### src/rtl/fxp_pkg.sv
`default_nettype none
// ============================================================================
//  Module      : fxp_pkg
//  Description : Shared types for the fixed-point op sequencer: opcode and
//                FSM state encodings plus the default-width request layout.
//  Revision    : 1.0 - initial release
// ============================================================================
package fxp_pkg;

    // Arithmetic unit opcodes; 2'b11 is reserved and never issued.
    typedef enum logic [1:0] {
        OP_ADD  = 2'b00,
        OP_MUL  = 2'b01,
        OP_DIV  = 2'b10,
        OP_RSVD = 2'b11
    } fxp_opcode_t;

    // Sequencer control states.
    typedef enum logic [1:0] {
        ST_IDLE  = 2'b00,
        ST_ISSUE = 2'b01,
        ST_WAIT  = 2'b10,
        ST_HOLD  = 2'b11
    } fxp_seq_state_t;

    localparam int c_fxp_width = 32;

    // Request layout at the default operand width; the FIFO stores the same
    // field order flattened to {opcode, a, b}.
    typedef struct packed {
        fxp_opcode_t              opcode;
        logic [c_fxp_width-1:0]   a;
        logic [c_fxp_width-1:0]   b;
    } fxp_req_t;

endpackage
`default_nettype wire

### src/rtl/fxp_req_fifo.sv
`default_nettype none
// ============================================================================
//  Module      : fxp_req_fifo
//  Description : Synchronous request FIFO, DEPTH entries (power of two),
//                show-ahead read data, occupancy count 0..DEPTH.
//  Revision    : 1.0 - initial release
// ============================================================================
module fxp_req_fifo #(
    parameter int WIDTH = 66,
    parameter int DEPTH = 4
) (
    input  logic                       clk,
    input  logic                       rst,
    input  logic                       i_push,
    input  logic [WIDTH-1:0]           i_push_data,
    input  logic                       i_pop,
    output logic [WIDTH-1:0]           o_pop_data,
    output logic                       o_full,
    output logic                       o_empty,
    output logic [$clog2(DEPTH+1)-1:0] o_count
);
    localparam int c_ptr_w = $clog2(DEPTH);
    localparam int c_cnt_w = $clog2(DEPTH+1);

    logic [WIDTH-1:0]   r_mem [DEPTH];
    logic [c_ptr_w-1:0] r_wr_ptr;
    logic [c_ptr_w-1:0] r_rd_ptr;
    logic [c_cnt_w-1:0] r_count;
    logic               w_push;
    logic               w_pop;

    assign o_full     = (r_count == c_cnt_w'(DEPTH));
    assign o_empty    = (r_count == '0);
    assign o_count    = r_count;
    assign o_pop_data = r_mem[r_rd_ptr];
    assign w_push     = i_push & ~o_full;
    assign w_pop      = i_pop & ~o_empty;

    // Pointers wrap naturally because DEPTH is a power of two.
    always_ff @(posedge clk or posedge rst) begin
        if (rst) begin
            r_wr_ptr <= '0;
            r_rd_ptr <= '0;
            r_count  <= '0;
        end else begin
            if (w_push) r_wr_ptr <= r_wr_ptr + 1'b1;
            if (w_pop)  r_rd_ptr <= r_rd_ptr + 1'b1;
            if (w_push && !w_pop)      r_count <= r_count + 1'b1;
            else if (w_pop && !w_push) r_count <= r_count - 1'b1;
        end
    end

    // Storage array; contents are don't-care until written, so no reset.
    always_ff @(posedge clk) begin
        if (w_push) r_mem[r_wr_ptr] <= i_push_data;
    end

endmodule
`default_nettype wire

### src/rtl/fxp_op_sequencer.sv
`default_nettype none
// ============================================================================
//  Module      : fxp_op_sequencer
//  Description : Buffers add/mul/div requests, issues them one at a time to
//                the fixed-point arithmetic unit and returns results in order.
//                Optional div watchdog enabled by macro FXP_SEQ_TIMEOUT_EN.
//  Revision    : 1.0 - initial release
// ============================================================================
module fxp_op_sequencer
    import fxp_pkg::*;
#(
    parameter int WIDTH   = 32,
    parameter int DEPTH   = 4,
    parameter int ALU_LAT = 2,
    parameter int TIMEOUT = 64
) (
    input  logic             clk,
    input  logic             rst,
    input  logic             in_valid,
    output logic             in_ready,
    input  logic [WIDTH-1:0] in_a,
    input  logic [WIDTH-1:0] in_b,
    input  logic [1:0]       in_opcode,
    output logic [WIDTH-1:0] alu_a,
    output logic [WIDTH-1:0] alu_b,
    output logic [1:0]       alu_opcode,
    output logic             alu_start,
    input  logic [WIDTH-1:0] alu_c,
    input  logic             alu_done,
    output logic             out_valid,
    input  logic             out_ready,
    output logic [WIDTH-1:0] out_result,
    output logic [1:0]       out_opcode,
    output logic             out_err
);
    localparam int c_req_w      = 2 + 2*WIDTH;
    localparam int c_fifo_cnt_w = $clog2(DEPTH+1);
    // One down-counter serves both the add/mul latency and the div watchdog.
    localparam int c_cnt_max    = (ALU_LAT > TIMEOUT) ? ALU_LAT : TIMEOUT;
    localparam int c_cnt_w      = $clog2(c_cnt_max + 1);
    localparam logic [c_cnt_w-1:0] c_lat_load = c_cnt_w'(ALU_LAT - 1);
    localparam logic [c_cnt_w-1:0] c_cnt_one  = c_cnt_w'(1);
`ifdef FXP_SEQ_TIMEOUT_EN
    localparam logic [c_cnt_w-1:0] c_tmo_load = c_cnt_w'(TIMEOUT - 1);
`endif

    logic                    w_push;
    logic                    w_pop;
    logic [c_req_w-1:0]      w_pop_data;
    logic                    w_full;
    logic                    w_empty;
    logic [c_fifo_cnt_w-1:0] w_count;
    fxp_opcode_t             w_req_op;
    logic [WIDTH-1:0]        w_req_a;
    logic [WIDTH-1:0]        w_req_b;

    fxp_seq_state_t   r_state,      w_state_nxt;
    logic [c_cnt_w-1:0] r_cnt,      w_cnt_nxt;
    logic [WIDTH-1:0] r_alu_a,      w_alu_a_nxt;
    logic [WIDTH-1:0] r_alu_b,      w_alu_b_nxt;
    fxp_opcode_t      r_alu_op,     w_alu_op_nxt;
    logic [WIDTH-1:0] r_out_result, w_out_result_nxt;
    fxp_opcode_t      r_out_op,     w_out_op_nxt;
    logic             r_out_err,    w_out_err_nxt;

    assign in_ready = (w_count != c_fifo_cnt_w'(DEPTH));
    assign w_push   = in_valid & ~w_full;
    assign w_req_op = fxp_opcode_t'(w_pop_data[c_req_w-1 -: 2]);
    assign w_req_a  = w_pop_data[2*WIDTH-1 -: WIDTH];
    assign w_req_b  = w_pop_data[WIDTH-1:0];

    fxp_req_fifo #(
        .WIDTH (c_req_w),
        .DEPTH (DEPTH)
    ) u_req_fifo (
        .clk         (clk),
        .rst         (rst),
        .i_push      (w_push),
        .i_push_data ({in_opcode, in_a, in_b}),
        .i_pop       (w_pop),
        .o_pop_data  (w_pop_data),
        .o_full      (w_full),
        .o_empty     (w_empty),
        .o_count     (w_count)
    );

    // Start and valid decode straight from state so reset drops them at once.
    assign alu_start  = (r_state == ST_ISSUE);
    assign out_valid  = (r_state == ST_HOLD);
    assign alu_a      = r_alu_a;
    assign alu_b      = r_alu_b;
    assign alu_opcode = r_alu_op;
    assign out_result = r_out_result;
    assign out_opcode = r_out_op;
    assign out_err    = r_out_err;

    // State, latency counter and output holding registers.
    always_ff @(posedge clk or posedge rst) begin
        if (rst) begin
            r_state      <= ST_IDLE;
            r_cnt        <= '0;
            r_alu_a      <= '0;
            r_alu_b      <= '0;
            r_alu_op     <= OP_ADD;
            r_out_result <= '0;
            r_out_op     <= OP_ADD;
            r_out_err    <= 1'b0;
        end else begin
            r_state      <= w_state_nxt;
            r_cnt        <= w_cnt_nxt;
            r_alu_a      <= w_alu_a_nxt;
            r_alu_b      <= w_alu_b_nxt;
            r_alu_op     <= w_alu_op_nxt;
            r_out_result <= w_out_result_nxt;
            r_out_op     <= w_out_op_nxt;
            r_out_err    <= w_out_err_nxt;
        end
    end

    // Next-state and register-load decisions for the issue/wait/hold cycle.
    always_comb begin
        w_state_nxt      = r_state;
        w_cnt_nxt        = r_cnt;
        w_alu_a_nxt      = r_alu_a;
        w_alu_b_nxt      = r_alu_b;
        w_alu_op_nxt     = r_alu_op;
        w_out_result_nxt = r_out_result;
        w_out_op_nxt     = r_out_op;
        w_out_err_nxt    = r_out_err;
        w_pop            = 1'b0;
        case (r_state)
            ST_IDLE: begin
                if (!w_empty) begin
                    w_pop        = 1'b1;
                    w_out_op_nxt = w_req_op;
                    if (w_req_op == OP_RSVD) begin
                        // Reserved opcode is answered locally, never issued.
                        w_out_result_nxt = '0;
                        w_out_err_nxt    = 1'b1;
                        w_state_nxt      = ST_HOLD;
                    end else begin
                        w_alu_a_nxt  = w_req_a;
                        w_alu_b_nxt  = w_req_b;
                        w_alu_op_nxt = w_req_op;
                        w_state_nxt  = ST_ISSUE;
                    end
                end
            end
            ST_ISSUE: begin
                w_cnt_nxt = c_lat_load;
`ifdef FXP_SEQ_TIMEOUT_EN
                if (r_alu_op == OP_DIV) w_cnt_nxt = c_tmo_load;
`endif
                w_state_nxt = ST_WAIT;
            end
            ST_WAIT: begin
                if (r_alu_op == OP_DIV) begin
                    if (alu_done) begin
                        w_out_result_nxt = alu_c;
                        w_out_err_nxt    = 1'b0;
                        w_state_nxt      = ST_HOLD;
                    end
`ifdef FXP_SEQ_TIMEOUT_EN
                    else if (r_cnt == '0) begin
                        w_out_result_nxt = '0;
                        w_out_err_nxt    = 1'b1;
                        w_state_nxt      = ST_HOLD;
                    end else begin
                        w_cnt_nxt = r_cnt - 1'b1;
                    end
`endif
                end else if (r_cnt <= c_cnt_one) begin
                    // Final decrement coincides with sampling the result, so
                    // the result is valid ALU_LAT cycles after the start pulse.
                    w_out_result_nxt = alu_c;
                    w_out_err_nxt    = 1'b0;
                    w_state_nxt      = ST_HOLD;
                end else begin
                    w_cnt_nxt = r_cnt - 1'b1;
                end
            end
            ST_HOLD: begin
                if (out_ready) w_state_nxt = ST_IDLE;
            end
            default: w_state_nxt = ST_IDLE;
        endcase
    end

endmodule
`default_nettype wire

### config.mk
export PLATFORM = sky130hd
export DESIGN_NAME = fxp_op_sequencer
export DESIGN_NICKNAME = d
export VERILOG_FILES = /design/src/rtl/fxp_pkg.sv /design/src/rtl/fxp_req_fifo.sv /design/src/rtl/fxp_op_sequencer.sv
export SDC_FILE = /design/constraint.sdc
export NUM_CORES = 1
export LEC_CHECK = 0
export CORE_MARGIN = 1.5
export CORE_UTILIZATION = 54
export DETAILED_ROUTE_END_ITERATION = 10
export HOLD_SLACK_MARGIN = 0.03
export PLACE_DENSITY_LB_ADDON = 0.3
export SLEW_MARGIN = 10
export SYNTH_ARGS = -nofsm -noshare
export SYNTH_HDL_FRONTEND = slang
export SYNTH_SLANG_ARGS = --single-unit
### constraint.sdc
create_clock -name clk -period 4.8 [get_ports clk]
set_clock_uncertainty 0.2 [all_clocks]
set_input_delay 0.96 -clock clk [delete_from_list [all_inputs] [get_ports clk]]
set_output_delay 0.96 -clock clk [all_outputs]
set_load 0.02 [all_outputs]
==> run_results.csv, run 1 <==
group,metric,value,unit
status,outcome,"finished, final reports clean",
critical_path,critPathMaxStageDelay,760,ps
power,p_sw,3699,uW
global_route,grt_max_degree,75,
power,power,12080,uW
die,start_util,0.5492,
timing,rsz0062_at_grt,"false",
power,leakage,0.006432,uW
finish,postLayoutCellArea,17960,um^2
critical_path,worstPathArrival,3400,ps
die,die_x,165.8,um
synth,yosysUniqueCellTypes,48,
clocking,cts_buffers,39,
clocking,root_buffer,"clkbuf_16",
clocking,clk_pin_slew,60,ps
critical_path,cp_data_required_time,5010,ps
timing,fin_crit,3199,ps
finish,seq_area,10860,um^2
clocking,ctsHoldBuffers,0,
global_route,gr-total-overflow,0,
clocking,clockBufferDepth,3,
placement,placed_cells,1201,
finish,final_cells,1275,
power,p_comb_frac,0.348,
synth,synthCells,683,
synth,synth_area,14310,um^2
timing,finalSetupTns,0,ps
placement,place_hpwl,15.86,mm
timing,final_hold_viol_count,0,
placement,numPortBuffers,206,
clocking,insertion_delay,540,ps
global_route,grt_util_all_layers,0.2029,
finish,syn_to_final_growth,25.49,%
synth,async_flop_share,0.3071,
synth,synth.ff_latch_count,381,
synth,ys.warnings.count,0,
placement,pre_cts_slack,1572,ps
routing,routed_wl,27.15,mm
power,clockPowerShare,0.241,
routing,first_iter_violations,610,
clocking,cts-resized-gates,0,
run,max-cap-violations,0,
die,die-area,27490,um^2
routing,num_vias,7141,
critical_path,start_kind,"flip-flop",
finish,fin_nets,1023,
critical_path,path_max_fanout,64,
global_route,antenna_found_initial,2,
clocking,post_cts.repair.setup_buffers,0,
critical_path,crit_path_end_kind,"flip-flop",
routing,wl_per_cell,21.29,um
timing,maxSlewHeadroom,0.2859,
finish,multi_input_area,3254,um^2
critical_path,crit_type,"reg2reg",
power,power.internal,8382,uW
timing,drv_slew,0,
power,power.density,672.7,nW/um^2
critical_path,crit_family,"multiplexers",
routing,drcViolationCount,0,
die,core,26060,um^2
synth,yosysSeqAreaShare,0.7585,
clocking,tritoncts,"done",
routing,viasPerCell,5.601,
finish,fillers,1660,
die,io_pins,207,
timing,setup_viol,0,
timing,post-route-period-util,0.6665,
finish,layout-drive-gt1-share,0.2527,
synth,avgSynthCellArea,20.96,um^2
timing,worst_pin_slew,1071,ps
die,die_h,165.8,um
power,power_switching_share,0.3062,
synth,synth-edff-count,264,
synth,synthesis.nets,799,
clocking,htreeDepth,2,
timing,max_freq,0.3126,GHz
global_route,grt_pass1_wl,43.28,mm
routing,ant_nets,0,
worst_hold_path,worstHoldPathType,"reg2reg",
clocking,clkSinkCount,381,
timing,setup_slack,1601,ps
critical_path,cp_cell_sequence,"mux4_2 > and2_1 > nor2_4 > buf_4 > mux2_2",
synth,ys.flop_type,"edfxtp_1",
power,p_seq_frac,0.411,
power,ir_drop,0.0004763,V
die,rows,59,
critical_path,path_buf_inv,1,
placement,routabilityCongestion,0.7871,
routing,drt-pass1-iter-count,5,
placement,dpl_cell_area,16710,um^2
global_route,grt_pass1_vias,7794,
critical_path,slowest_stage,"buf_4",
cells in the final DEF, fill, tap and decap left out, types with 12 or more instances in the layout:
| master | n |
|---|---|
| edfxtp_1 | 264 |
| clkdlybuf4s50_1 | 206 |
| dfrtp_1 | 115 |
| mux4_2 | 66 |
| mux2_2 | 66 |
| clkbuf_16 | 40 |
| a22o_2 | 30 |
| nand2_1 | 14 |
| inv_1 | 14 |
| clkbuf_1 | 13 |
| ha_1 | 12 |
logic make-up after synthesis:
| family | Yosys count | synth area share |
|---|---|---|
| multiplexers | 135 | 0.1579 |
| flip-flops | 381 | 0.7585 |
| AND/OR/NAND/NOR | 45 | 0.01696 |
| adder cells (fa/ha/maj) | 13 | 0.01189 |
| buffers and inverters | 46 | 0.01591 |
| AO/OA/AOI/OAI | 57 | 0.03523 |
| XOR/XNOR | 6 | 0.003672 |
per-layer routing:
layer	up-vias	GRT usage	part of all wire
met4	0	0.07481	0.025
met3	49	0.04576	0.061
li1	3194	-	-
met2	235	0.3284	0.50
met5	-	0	0
met1	3663	0.2733	0.42
Yosys cell counts (all sizes together) (2+ instances only):
library cell  number  area share
nor4b              2      0.0023
clkbuf            12      0.0032
edfxtp           264        0.55
dfrtp            117        0.20
o2111ai            3      0.0018
mux4              66        0.10
xor2               2      0.0012
and3               4      0.0017
o22ai              4      0.0017
nand2             14      0.0037
xnor2              4      0.0024
and2               2     0.00087
or4                3      0.0017
o211ai             2      0.0010
nand3              3      0.0010
a21oi              5      0.0017
nand2b             2     0.00087
mux2i              3      0.0021
ha                12       0.010
mux2              66       0.052
buf               18      0.0085
a22o              33       0.023
inv               15      0.0039
nor2              11      0.0031
final cells by class:
class | count | area share
repair buffers | 213 | 0.1177
well taps | 335 | 0.02334
inverters | 16 | 0.003483
clock inverters | 15 | 0.007663
diodes | 2 | 0.0002786
multi-input cells | 256 | 0.1812
flip-flops and latches | 381 | 0.6048
clock buffers | 57 | 0.06151
flip-flops by register name, indices dropped and copies added, names as in the netlist:
| register | cells |
|---|---|
| alu_a | 32 |
| alu_b | 32 |
| alu_opcode | 2 |
| out_err | 1 |
| out_opcode | 2 |
| out_result | 32 |
| r_cnt | 7 |
| r_state | 2 |
| u_req_fifo.o_count | 3 |
| u_req_fifo.r_mem | 264 |
| u_req_fifo.r_rd_ptr | 2 |
| u_req_fifo.r_wr_ptr | 2 |
stage by stage:
| step | util | hold slack (ps) |
|---|---|---|
| finish | 0.6893 | 276.4 |
| global route | 0.6893 | 311.4 |
| CTS | 0.6891 | 283.8 |
| detailed placement | 0.6414 | 270.2 |
| global placement | 0.6414 | 263.2 |
| floorplan | - | 284.3 |
worst register-to-register path: stages, from the launching register on:
cell	delay, ps
dfrtp_4	720
mux4_2	620
and2_1	230
nor2_4	80
buf_4	760
mux2_2	480
path summary, 6_finish.rpt:
check                           slack [ps]  cells after the start       endpoint                    from
worst max register to register        1600                      5      alu_a[31]  u_req_fifo.r_rd_ptr[0]
max in group asynchronous             2740                      3      alu_a[21]                     rst
worst max-delay path                  1600                      5      alu_a[31]  u_req_fifo.r_rd_ptr[0]
worst min register to register         280                      2  out_opcode[1]           out_opcode[1]
worst min-delay path                   280                      2  out_opcode[1]           out_opcode[1]
min in group asynchronous              820                      2  out_result[4]                     rst
power by group through the flow:
stage | combinational (uW) | clock [uW] | sequential (uW)
after floorplan | 2350 | 0 | 5370
after global placement | 4180 | 0 | 5010
after detailed placement | 4260 | 0 | 5040
after CTS | 4280 | 2970 | 4990
after global routing | 4500 | 3100 | 5070
final | 4200 | 2910 | 4970
Power figures use the tool's default switching activity.
==> run 2: changes to the inputs <==
==> constraint.sdc (replaced) <==
create_clock -name clk -period 3.2 [get_ports clk]
set_clock_uncertainty 0.2 [all_clocks]
set_input_delay 0.64 -clock clk [delete_from_list [all_inputs] [get_ports clk]]
set_output_delay 0.64 -clock clk [all_outputs]
set_load 0.02 [all_outputs]
==> run 2 against run 1 <==
  * Final cell count rose by 1.0%
  * Flip-flop and latch count did not move
  * Combinational power rose by 58%
  * Setup slack got worse by 1200 ps
  * Maximum frequency rose by 14%
  * Largest power group unchanged
  * Register-to-register slack got worse by 1200 ps
  * First-iteration DRC count fell by 6.2%
  * Critical endpoint is now out_result[4]
==> run_results.csv, run 2 (synthesis gave the netlist of run 1 again) <==
group,metric,value,unit
status,outcome,"finished, final reports clean",
die,die_h,165.8,um
finish,layout-drive-gt1-share,0.2613,
placement,dpl_cell_area,16960,um^2
routing,dr_wl_met3,1.546,mm
timing,worst_pin_slew,808.8,ps
clocking,root_buffer,"clkbuf_16",
placement,placed_cells,1217,
critical_path,rr_worst_depth,4,
finish,fillers,1641,
finish,multi_input_area,3254,um^2
routing,wl_met2,13.98,mm
placement,numPortBuffers,206,
clocking,htreeDepth,2,
global_route,gr-total-overflow,0,
critical_path,crit_path_end_kind,"flip-flop",
critical_path,cpMostUsedCell,"a22o_2",
timing,rsz0062_at_grt,"false",
power,power.density,1007,nW/um^2
routing,routed_wl,27.99,mm
global_route,grt_max_degree,67,
critical_path,worstPathArrival,3020,ps
power,ir_drop,0.001041,V
timing,fin_crit,2816,ps
die,io_pins,207,
clocking,clkSinkCount,381,
critical_path,cp_cell_sequence,"or4_1 > o41a_1 > a22o_2 > a22o_2",
clocking,ctsHoldBuffers,0,
finish,antennaDiodeCount,0,
critical_path,crit_type,"reg2reg",
routing,first_iter_violations,572,
critical_path,critPathMaxStageDelay,650,ps
global_route,grt_util_all_layers,0.2094,
critical_path,start_kind,"flip-flop",
timing,final_hold_viol_count,0,
critical_path,r2r_start,"r_cnt[4]",
clocking,insertion_delay,520,ps
finish,fin_nets,1039,
finish,postLayoutCellArea,18210,um^2
finish,largest_reg_flops,264,
timing,max_freq,0.3551,GHz
routing,num_vias,7289,
finish,regMostFlops,"u_req_fifo.r_mem",
worst_hold_path,worstHoldPathType,"in2async",
die,die-area,27490,um^2
run,max-cap-violations,0,
finish,syn_to_final_growth,27.22,%
routing,top_layer,"met4",
routing,drt-pass1-iter-count,5,
clocking,clockBufferDepth,3,
timing,maxSlewHeadroom,0.4540,
global_route,grt_pass1_vias,7767,
clocking,cts_buffers,39,
finish,final_cells,1288,
finish,seq_area,10860,um^2
clocking,clk_pin_slew,60,ps
global_route,grt_pass1_wl,44.25,mm
die,start_util,0.5492,
finish,final_common_cell,"edfxtp_1",
routing,wl_per_cell,21.73,um
die,core,26060,um^2
routing,drcViolationCount,0,
die,rows,59,
global_route,antenna_found_initial,1,
critical_path,path_max_fanout,32,
placement,place_hpwl,16.59,mm
critical_path,cp_data_required_time,3400,ps
critical_path,r2r_end,"out_result[4]",
die,die_x,165.8,um
routing,viasPerCell,5.659,
clocking,tritoncts,"done",
finish,layout_common_cells,"edfxtp_1, clkdlybuf4s50_1, dfrtp_1, mux4_2, mux2_2",
clocking,cts-resized-gates,0,
critical_path,slowest_stage,"or4_1",
routing,wl_met1,12.06,mm
critical_path,r2r_slack,380,ps
timing,finalSetupTns,0,ps
timing,drv_slew,0,
timing,post-route-period-util,0.8802,
power,leakage,0.006542,uW
routing,ant_nets,0,
clocking,post_cts.repair.setup_buffers,0,
placement,routabilityCongestion,0.7702,
timing,setup_viol,0,
## run 2: area by class of cell
class                      instances  share of cell area
timing repair buffer             229              0.1296
inverter                          16            0.003504
sequential                       381              0.5966
clock inverter                     7            0.004123
clock buffer                      64             0.06445
tap                              335             0.02302
multi-input combinational        256              0.1787
## run 2: worst max path at each step
stage | startpoint | endpoint
6_report | r_cnt[4] | out_result[4]
5_1_grt | r_state[1] | alu_b[10]
4_1_cts | r_cnt[4] | out_result[3]
3_5_place_dp | in_valid | u_req_fifo.o_count[2]
3_3_place_gp | in_valid | u_req_fifo.o_count[2]
2_1_floorplan | u_req_fifo.o_count[0] | u_req_fifo.r_mem[0][0]
## run 2: worst max-delay path: cells and delay by family (launching register included)
family,cells,cell delay [ps]
AOI/OAI and AO/OA,3,1410
DFF,1,420
and+or+nand+nor,1,650
## run 2: per-layer routing
metal,vias up,track usage
met5,-,0
met4,0,0.05131
met3,37,0.04266
met2,216,0.3446
met1,3820,0.2915
li1,3216,-
## run 2: per-stage QoR
stage	total power, uW	hold WS, ps	setup slack (ps)	utilization
after CTS	18570	276.9	409.1	0.6988
final	18340	291.7	383.5	0.6988
after detailed placement	14150	276.1	285.2	0.6508
after floorplan	11580	284.3	221.4	-
after global placement	13980	267.4	361.0	0.6508
after global routing	19230	294.3	297.8	0.6988
## run 2: power breakdown
group | switching (uW) | internal (uW) | leakage [uW] | total, uW
clock network | 1750 | 2600 | 0.000609 | 4350
logic | 3240 | 3410 | 0.00209 | 6650
registers | 587 | 6760 | 0.00384 | 7350
==> run 3: changes to the inputs <==
--- a/config.mk
+++ b/config.mk
@@ -14,3 +14,4 @@
 export SYNTH_ARGS = -nofsm -noshare
 export SYNTH_HDL_FRONTEND = slang
 export SYNTH_SLANG_ARGS = --single-unit
+export TNS_END_PERCENT = 1
==> results of run 3 <==
No change in the layout: final DEF, timing and power equal those of run 2.
